<file path="src/rtl/ps2_pkg.sv">
// Shared types and constants for the PS/2 frame receiver.
package ps2_pkg;

  // Receiver FSM states; encoding is visible on the top-level debug port.
  typedef enum logic [1:0] {
    ST_IDLE   = 2'd0,
    ST_DATA   = 2'd1,
    ST_PARITY = 2'd2,
    ST_STOP   = 2'd3
  } ps2_state_e;

  localparam logic [7:0] PS2_PREFIX_EXT = 8'hE0;
  localparam logic [7:0] PS2_PREFIX_BRK = 8'hF0;

  // PS/2 uses odd parity: data bits plus parity bit must contain an odd number of ones.
  function automatic logic ps2_parity_ok(input logic [7:0] data, input logic par);
    return ^{data, par};
  endfunction

endpackage

</file>
<file path="src/rtl/ps2_clk_filter.sv">
// PS/2 line conditioning: 2-flop synchronizers on clock and data, a
// consecutive-sample glitch filter on the clock, and a one-cycle pulse on
// each filtered-clock falling edge. All flops reset to 1 (idle-high lines).
module ps2_clk_filter #(
  parameter int FILTER_LEN = 4
) (
  input  logic clk,
  input  logic rst,
  input  logic ps2_clk,
  input  logic ps2_data,
  output logic data_sync,
  output logic fall
);

  localparam int CW = (FILTER_LEN < 2) ? 1 : $clog2(FILTER_LEN + 1);

  logic [1:0]    clk_sync;
  logic [1:0]    dat_sync;
  logic          filt;
  logic [CW-1:0] cnt;

  // Two-stage synchronizers for the asynchronous PS/2 lines.
  always_ff @(posedge clk) begin
    if (rst) begin
      clk_sync <= 2'b11;
      dat_sync <= 2'b11;
    end else begin
      clk_sync <= {clk_sync[0], ps2_clk};
      dat_sync <= {dat_sync[0], ps2_data};
    end
  end

  // Filtered clock flips only after FILTER_LEN consecutive samples disagree
  // with it; a matching sample restarts the count. fall marks a 1->0 flip.
  always_ff @(posedge clk) begin
    if (rst) begin
      filt <= 1'b1;
      cnt  <= '0;
      fall <= 1'b0;
    end else begin
      fall <= 1'b0;
      if (clk_sync[1] == filt) begin
        cnt <= '0;
      end else if (cnt == CW'(FILTER_LEN - 1)) begin
        filt <= clk_sync[1];
        cnt  <= '0;
        fall <= filt;
      end else begin
        cnt <= cnt + CW'(1);
      end
    end
  end

  assign data_sync = dat_sync[1];

endmodule

</file>
<file path="src/rtl/ps2_frame_rx.sv">
// PS/2 keyboard frame receiver: decodes 11-bit frames (start, 8 data LSB
// first, odd parity, stop), folds E0/F0 prefixes into is_ext/is_break and
// strobes code_valid for every other good byte. Bad frames pulse frame_err.
// Optional mid-frame watchdog built when PS2_RX_TIMEOUT_EN is defined.
module ps2_frame_rx
  import ps2_pkg::*;
#(
  parameter int FILTER_LEN  = 4,
  parameter int TIMEOUT_CYC = 50000
) (
  input  logic       clk,
  input  logic       rst,
  input  logic       ps2_clk,
  input  logic       ps2_data,
  output logic [7:0] code,
  output logic       code_valid,
  output logic       is_break,
  output logic       is_ext,
  output logic       frame_err,
  output logic [1:0] dbg_state
);

  logic       data_s;
  logic       fall;
  ps2_state_e state;
  logic [2:0] bit_cnt;
  logic [7:0] shreg;
  logic       par;
  logic       ext_pending;
  logic       brk_pending;
  logic       to_expire;

  ps2_clk_filter #(.FILTER_LEN(FILTER_LEN)) u_filter (
    .clk       (clk),
    .rst       (rst),
    .ps2_clk   (ps2_clk),
    .ps2_data  (ps2_data),
    .data_sync (data_s),
    .fall      (fall)
  );

`ifdef PS2_RX_TIMEOUT_EN
  localparam int TW = $clog2(TIMEOUT_CYC + 1);
  logic [TW-1:0] to_cnt;

  // Counts cycles since the last edge while a frame is in progress.
  always_ff @(posedge clk) begin
    if (rst || state == ST_IDLE || fall) begin
      to_cnt <= '0;
    end else if (to_cnt != TW'(TIMEOUT_CYC)) begin
      to_cnt <= to_cnt + TW'(1);
    end
  end

  // An edge on the expiry cycle takes priority over the abort.
  assign to_expire = (state != ST_IDLE) && !fall && (to_cnt == TW'(TIMEOUT_CYC - 1));
`else
  // No watchdog: a stalled frame waits indefinitely. Constant false for any
  // legal TIMEOUT_CYC.
  assign to_expire = (TIMEOUT_CYC < 0);
`endif

  // Frame FSM, prefix tracking and registered outputs.
  always_ff @(posedge clk) begin
    if (rst) begin
      state       <= ST_IDLE;
      bit_cnt     <= 3'd0;
      shreg       <= 8'h00;
      par         <= 1'b0;
      ext_pending <= 1'b0;
      brk_pending <= 1'b0;
      code        <= 8'h00;
      code_valid  <= 1'b0;
      is_break    <= 1'b0;
      is_ext      <= 1'b0;
      frame_err   <= 1'b0;
    end else begin
      code_valid <= 1'b0;
      frame_err  <= 1'b0;
      if (fall) begin
        case (state)
          ST_IDLE: begin
            if (!data_s) begin
              state   <= ST_DATA;
              bit_cnt <= 3'd0;
            end
          end
          ST_DATA: begin
            shreg   <= {data_s, shreg[7:1]};
            bit_cnt <= bit_cnt + 3'd1;
            if (bit_cnt == 3'd7) state <= ST_PARITY;
          end
          ST_PARITY: begin
            par   <= data_s;
            state <= ST_STOP;
          end
          ST_STOP: begin
            state <= ST_IDLE;
            if (data_s && ps2_parity_ok(shreg, par)) begin
              if (shreg == PS2_PREFIX_EXT) begin
                ext_pending <= 1'b1;
              end else if (shreg == PS2_PREFIX_BRK) begin
                brk_pending <= 1'b1;
              end else begin
                code        <= shreg;
                is_break    <= brk_pending;
                is_ext      <= ext_pending;
                code_valid  <= 1'b1;
                ext_pending <= 1'b0;
                brk_pending <= 1'b0;
              end
            end else begin
              frame_err   <= 1'b1;
              ext_pending <= 1'b0;
              brk_pending <= 1'b0;
            end
          end
          default: state <= ST_IDLE;
        endcase
      end else if (to_expire) begin
        state       <= ST_IDLE;
        frame_err   <= 1'b1;
        ext_pending <= 1'b0;
        brk_pending <= 1'b0;
      end
    end
  end

  assign dbg_state = state;

endmodule

</file>
<file path="config.mk">
export PLATFORM = sky130hd
export DESIGN_NAME = ps2_frame_rx
export DESIGN_NICKNAME = d
export VERILOG_FILES = /design/src/rtl/ps2_pkg.sv /design/src/rtl/ps2_clk_filter.sv /design/src/rtl/ps2_frame_rx.sv
export SDC_FILE = /design/constraint.sdc
export NUM_CORES = 1
export LEC_CHECK = 0
export ABC_AREA = 1
export CAP_MARGIN = 10
export CORE_ASPECT_RATIO = 0.6
export CORE_UTILIZATION = 42
export DETAILED_ROUTE_END_ITERATION = 16
export GPL_TIMING_DRIVEN = 0
export PLACE_DENSITY = 0.65
export SLEW_MARGIN = 5
export SYNTH_ARGS = -nofsm -noshare
export SYNTH_HDL_FRONTEND = slang
export SYNTH_HIERARCHICAL = 1
export SYNTH_SLANG_ARGS = --single-unit
</file>
<file path="constraint.sdc">
create_clock -name clk -period 1.9 [get_ports clk]
set_clock_uncertainty 0.2 [all_clocks]
set_input_delay 0.38 -clock clk [delete_from_list [all_inputs] [get_ports clk]]
set_output_delay 0.38 -clock clk [all_outputs]
set_load 0.1 [all_outputs]
</file>
==> results.ini <==
[run_status]
outcome = completed

[cts]
insertion_delay_ns = 0.29
h-tree-depth = 2
cts_tree = done
clock-root-buffer = clkbuf_8
post_cts_buffers = 0
cts_buffers = 5
clockBufferDepth = 2
cts_hold_buffers = 0
clk_pin_slew_worst_paths_ns = 0.07
clock_sinks = 37

[yosys]
ys_warn_count = 6
syn_inst = 212
synth_top_area_frac = 0.465
syn_area_um2 = 1590
seq_area_frac_synth = 0.465
synth_fp_nets = 224
synth.area.top_cells = dfxtp_1 (47%), nand2_1 (9.4%), nor2_1 (7.3%)
synth_area_leader_cell = dfxtp_1
ys_seq_elements = 37
ys_types = 23
avgSynthCellArea_um2 = 7.51

[critical_path]
cp-start-kind = register
cp.arrival_ns = 1.21
path_delay_family = buffers and inverters
regToRegEndpoint = code[1]
crit_required_ns = 1.32
r2r_slack_ns = 0.13
cpPeakStageDelay_ns = 0.55
reg2regPathDepth = 12
worst-setup-path-type = reg2out
crit_path_max_fanout = 4
cp_slowest_cell = clkdlybuf4s15_2
worstReg2RegStart = shreg[6]
cp_num_buf_inv = 1
path_cells = clkdlybuf4s15_2
cp-end-kind = output port

[finish]
utilization = 0.575
final_area_um2 = 1980
stdcell_count = 282
nets = 248
area_growth_pct = 24.3
drive_above_1_share = 0.211
num_antenna_cells = 0

[die]
dieArea_um2 = 4050
die_x_um = 81.5
coreArea_um2 = 3440
row_count = 16
initial_utilization = 0.463
die_height_um = 49.7
io_pins = 18

[timing]
finalHoldViolCount = 0
finalCriticalPeriod_ns = 1.79
fin_ws_ns = 0.113
finalSetupViolations = 0
timing.final.crit_share = 0.941
worstMarginPinSlew_ns = 0.556
maxSlewHeadroom = 0.631
fmaxAchievable_ghz = 0.559
slew_viol_final = 0

[global_route]
grt_pass1_wl_mm = 5.07
grt_use_total = 0.173
grt_max_degree = 13
overflow = 0
grt_pass1_vias = 1166
grt_antenna_before_repair = 0

[worst_hold_path]
min_path_type = reg2reg
holdPathEnd = u_filter/dat_sync[1]
holdCritStartpoint = u_filter/dat_sync[0]
whs_path_depth = 1

[detailed_routing]
drc = 0
viasPerCell = 4.63
drt_first_pass_iters = 6
post_drt_wl_per_cell_um = 10.8
antenna_left = 0
first_iter_violations = 71
vias = 1306
wl_mm = 3.06

[power]
power_density_nw_per_um2 = 714
switchingPower_w = 0.000295
internal-power_w = 0.00112
peakVddDrop_mv = 0.474
leakage_nw = 0.847
swShare = 0.209
clockPowerShare = 0.424
seq_power_share = 0.550
p_comb_frac = 0.026

[placed_design]
place_ws_ns = -0.254
hpwl_mm = 2.30
placed_cell_area_um2 = 1830
gp_congestion = 0.780
portBuffers = 17
dp_cells = 274

[run]
cap_violations = 0

registers in the layout (all words and copies together), names as in the netlist:
signal / cells
u_filter/dat_sync: 2
shreg: 8
par: 1
dbg_state: 2
is_ext: 1
ext_pending: 1
u_filter/filt: 1
code_valid: 1
bit_cnt: 3
is_break: 1
code: 8
frame_err: 1
u_filter/clk_sync: 2
u_filter/fall: 1
brk_pending: 1
u_filter/cnt: 3
synthesized netlist by cell type:
master    instances
nand2_1          40
dfxtp_1          37
nor2_1           31
inv_1            24
o21ai_0          15
a21oi_1          14
o21ai_1           9
ha_1              8
nand3_1           7
nand2_2           5
or2_1             4
inv_2             3
clkbuf_1          2
nand3_2           2
nand4_1           2
nor3_1            2
a211oi_1          1
buf_2             1
buf_6             1
clkinv_2          1
nor2_2            1
nor2_4            1
nor4_1            1
power groups by stage:
stage	sequential, W	clock [W]	combinational [W]
after floorplan	0.000797	0	0.0000218
after global placement	0.000797	0	0.0000357
after detailed placement	0.000797	0	0.0000356
after CTS	0.000779	0.000613	0.0000356
after global routing	0.000778	0.000648	0.0000414
final	0.000778	0.000599	0.0000362
layout make-up:
cell class,count,area (um^2)
multi-input combinational,143,742
buffer,4,25.0
tap,45,56.3
clock buffer,7,96.3
inverter,28,108
fill,328,1460
sequential,37,759
clock inverter,1,5.00
timing repair buffer,17,188
through the flow:
stage	TNS (ns)	total power [W]	hold slack, ns
4_1_cts	0	0.00143	0.207
3_5_place_dp	-5.14	0.000833	0.189
2_1_floorplan	0	0.000818	0.183
5_1_grt	-0.0196	0.00147	0.222
3_3_place_gp	-5.37	0.000833	0.188
6_report	0	0.00141	0.204
per-layer routing:
metal | track usage | up-vias | wire length (um)
met5 | 0 | - | 0
met4 | 0.0893 | 0 | 52
met3 | 0.0556 | 8 | 110
met2 | 0.218 | 18 | 1060
met1 | 0.253 | 558 | 1830
li1 | - | 722 | -
cell families after synthesis:
family / count (synthesis) / synth area share
AO/OA/AOI/OAI: 39 / 0.124
AND/OR/NAND/NOR: 96 / 0.266
buffers and inverters: 32 / 0.0817
flip-flops: 37 / 0.465
adder cells (fa/ha/maj): 8 / 0.0628
cells in the final DEF, fill, tap and decap left out:
cell / n
nand2_1: 40
nor2_1: 31
dfxtp_1: 28
inv_1: 23
o21ai_0: 15
a21oi_1: 14
clkdlybuf4s15_2: 14
o21ai_1: 9
ha_1: 8
clkbuf_8: 7
nand3_1: 6
dfxtp_2: 6
nand2_2: 5
inv_2: 4
or2_1: 4
nand3_2: 3
dfxtp_4: 3
clkdlybuf4s50_1: 3
nand4_1: 2
nor3_1: 2
clkbuf_2: 1
nor2_4: 1
nor4_4: 1
inv_4: 1
buf_6: 1
buf_2: 1
clkbuf_1: 1
a211oi_1: 1
clkinv_2: 1
nor2_2: 1
worst reg2reg max path, stage by stage, from the launching register on:
cell and delay, ns:
dfxtp_4 0.37, inv_1 0.05, nand2_1 0.08, nand3_1 0.11, nand2_1 0.11, nand2_2 0.07, nand3_2 0.08, nand2_1 0.08
nor2_4 0.10, nand2_2 0.09, buf_6 0.15, o21ai_1 0.12, nor2_1 0.05
how the worst max path moves through the flow:
| stage | slack, ns | start | cells after the start | end |
|---|---|---|---|---|
| final | 0.11 | dbg_state[0] | 1 | dbg_state[0] |
| after global routing | -0.01 | shreg[3] | 13 | code[3] |
| after CTS | 0.04 | rst | 5 | dbg_state[1] |
| after detailed placement | -0.25 | rst | 5 | bit_cnt[0] |
| after global placement | -0.29 | rst | 5 | dbg_state[1] |
| after floorplan | 0.16 | dbg_state[1] | 9 | code[2] |
what timing repair did:
action | in CTS | in global routing
endpoints found under the setup margin | 24 | 19
cloned | 0 | 0
gates resized for setup | 43 | 14
Note: power is estimated with default switching activity, not from simulation.
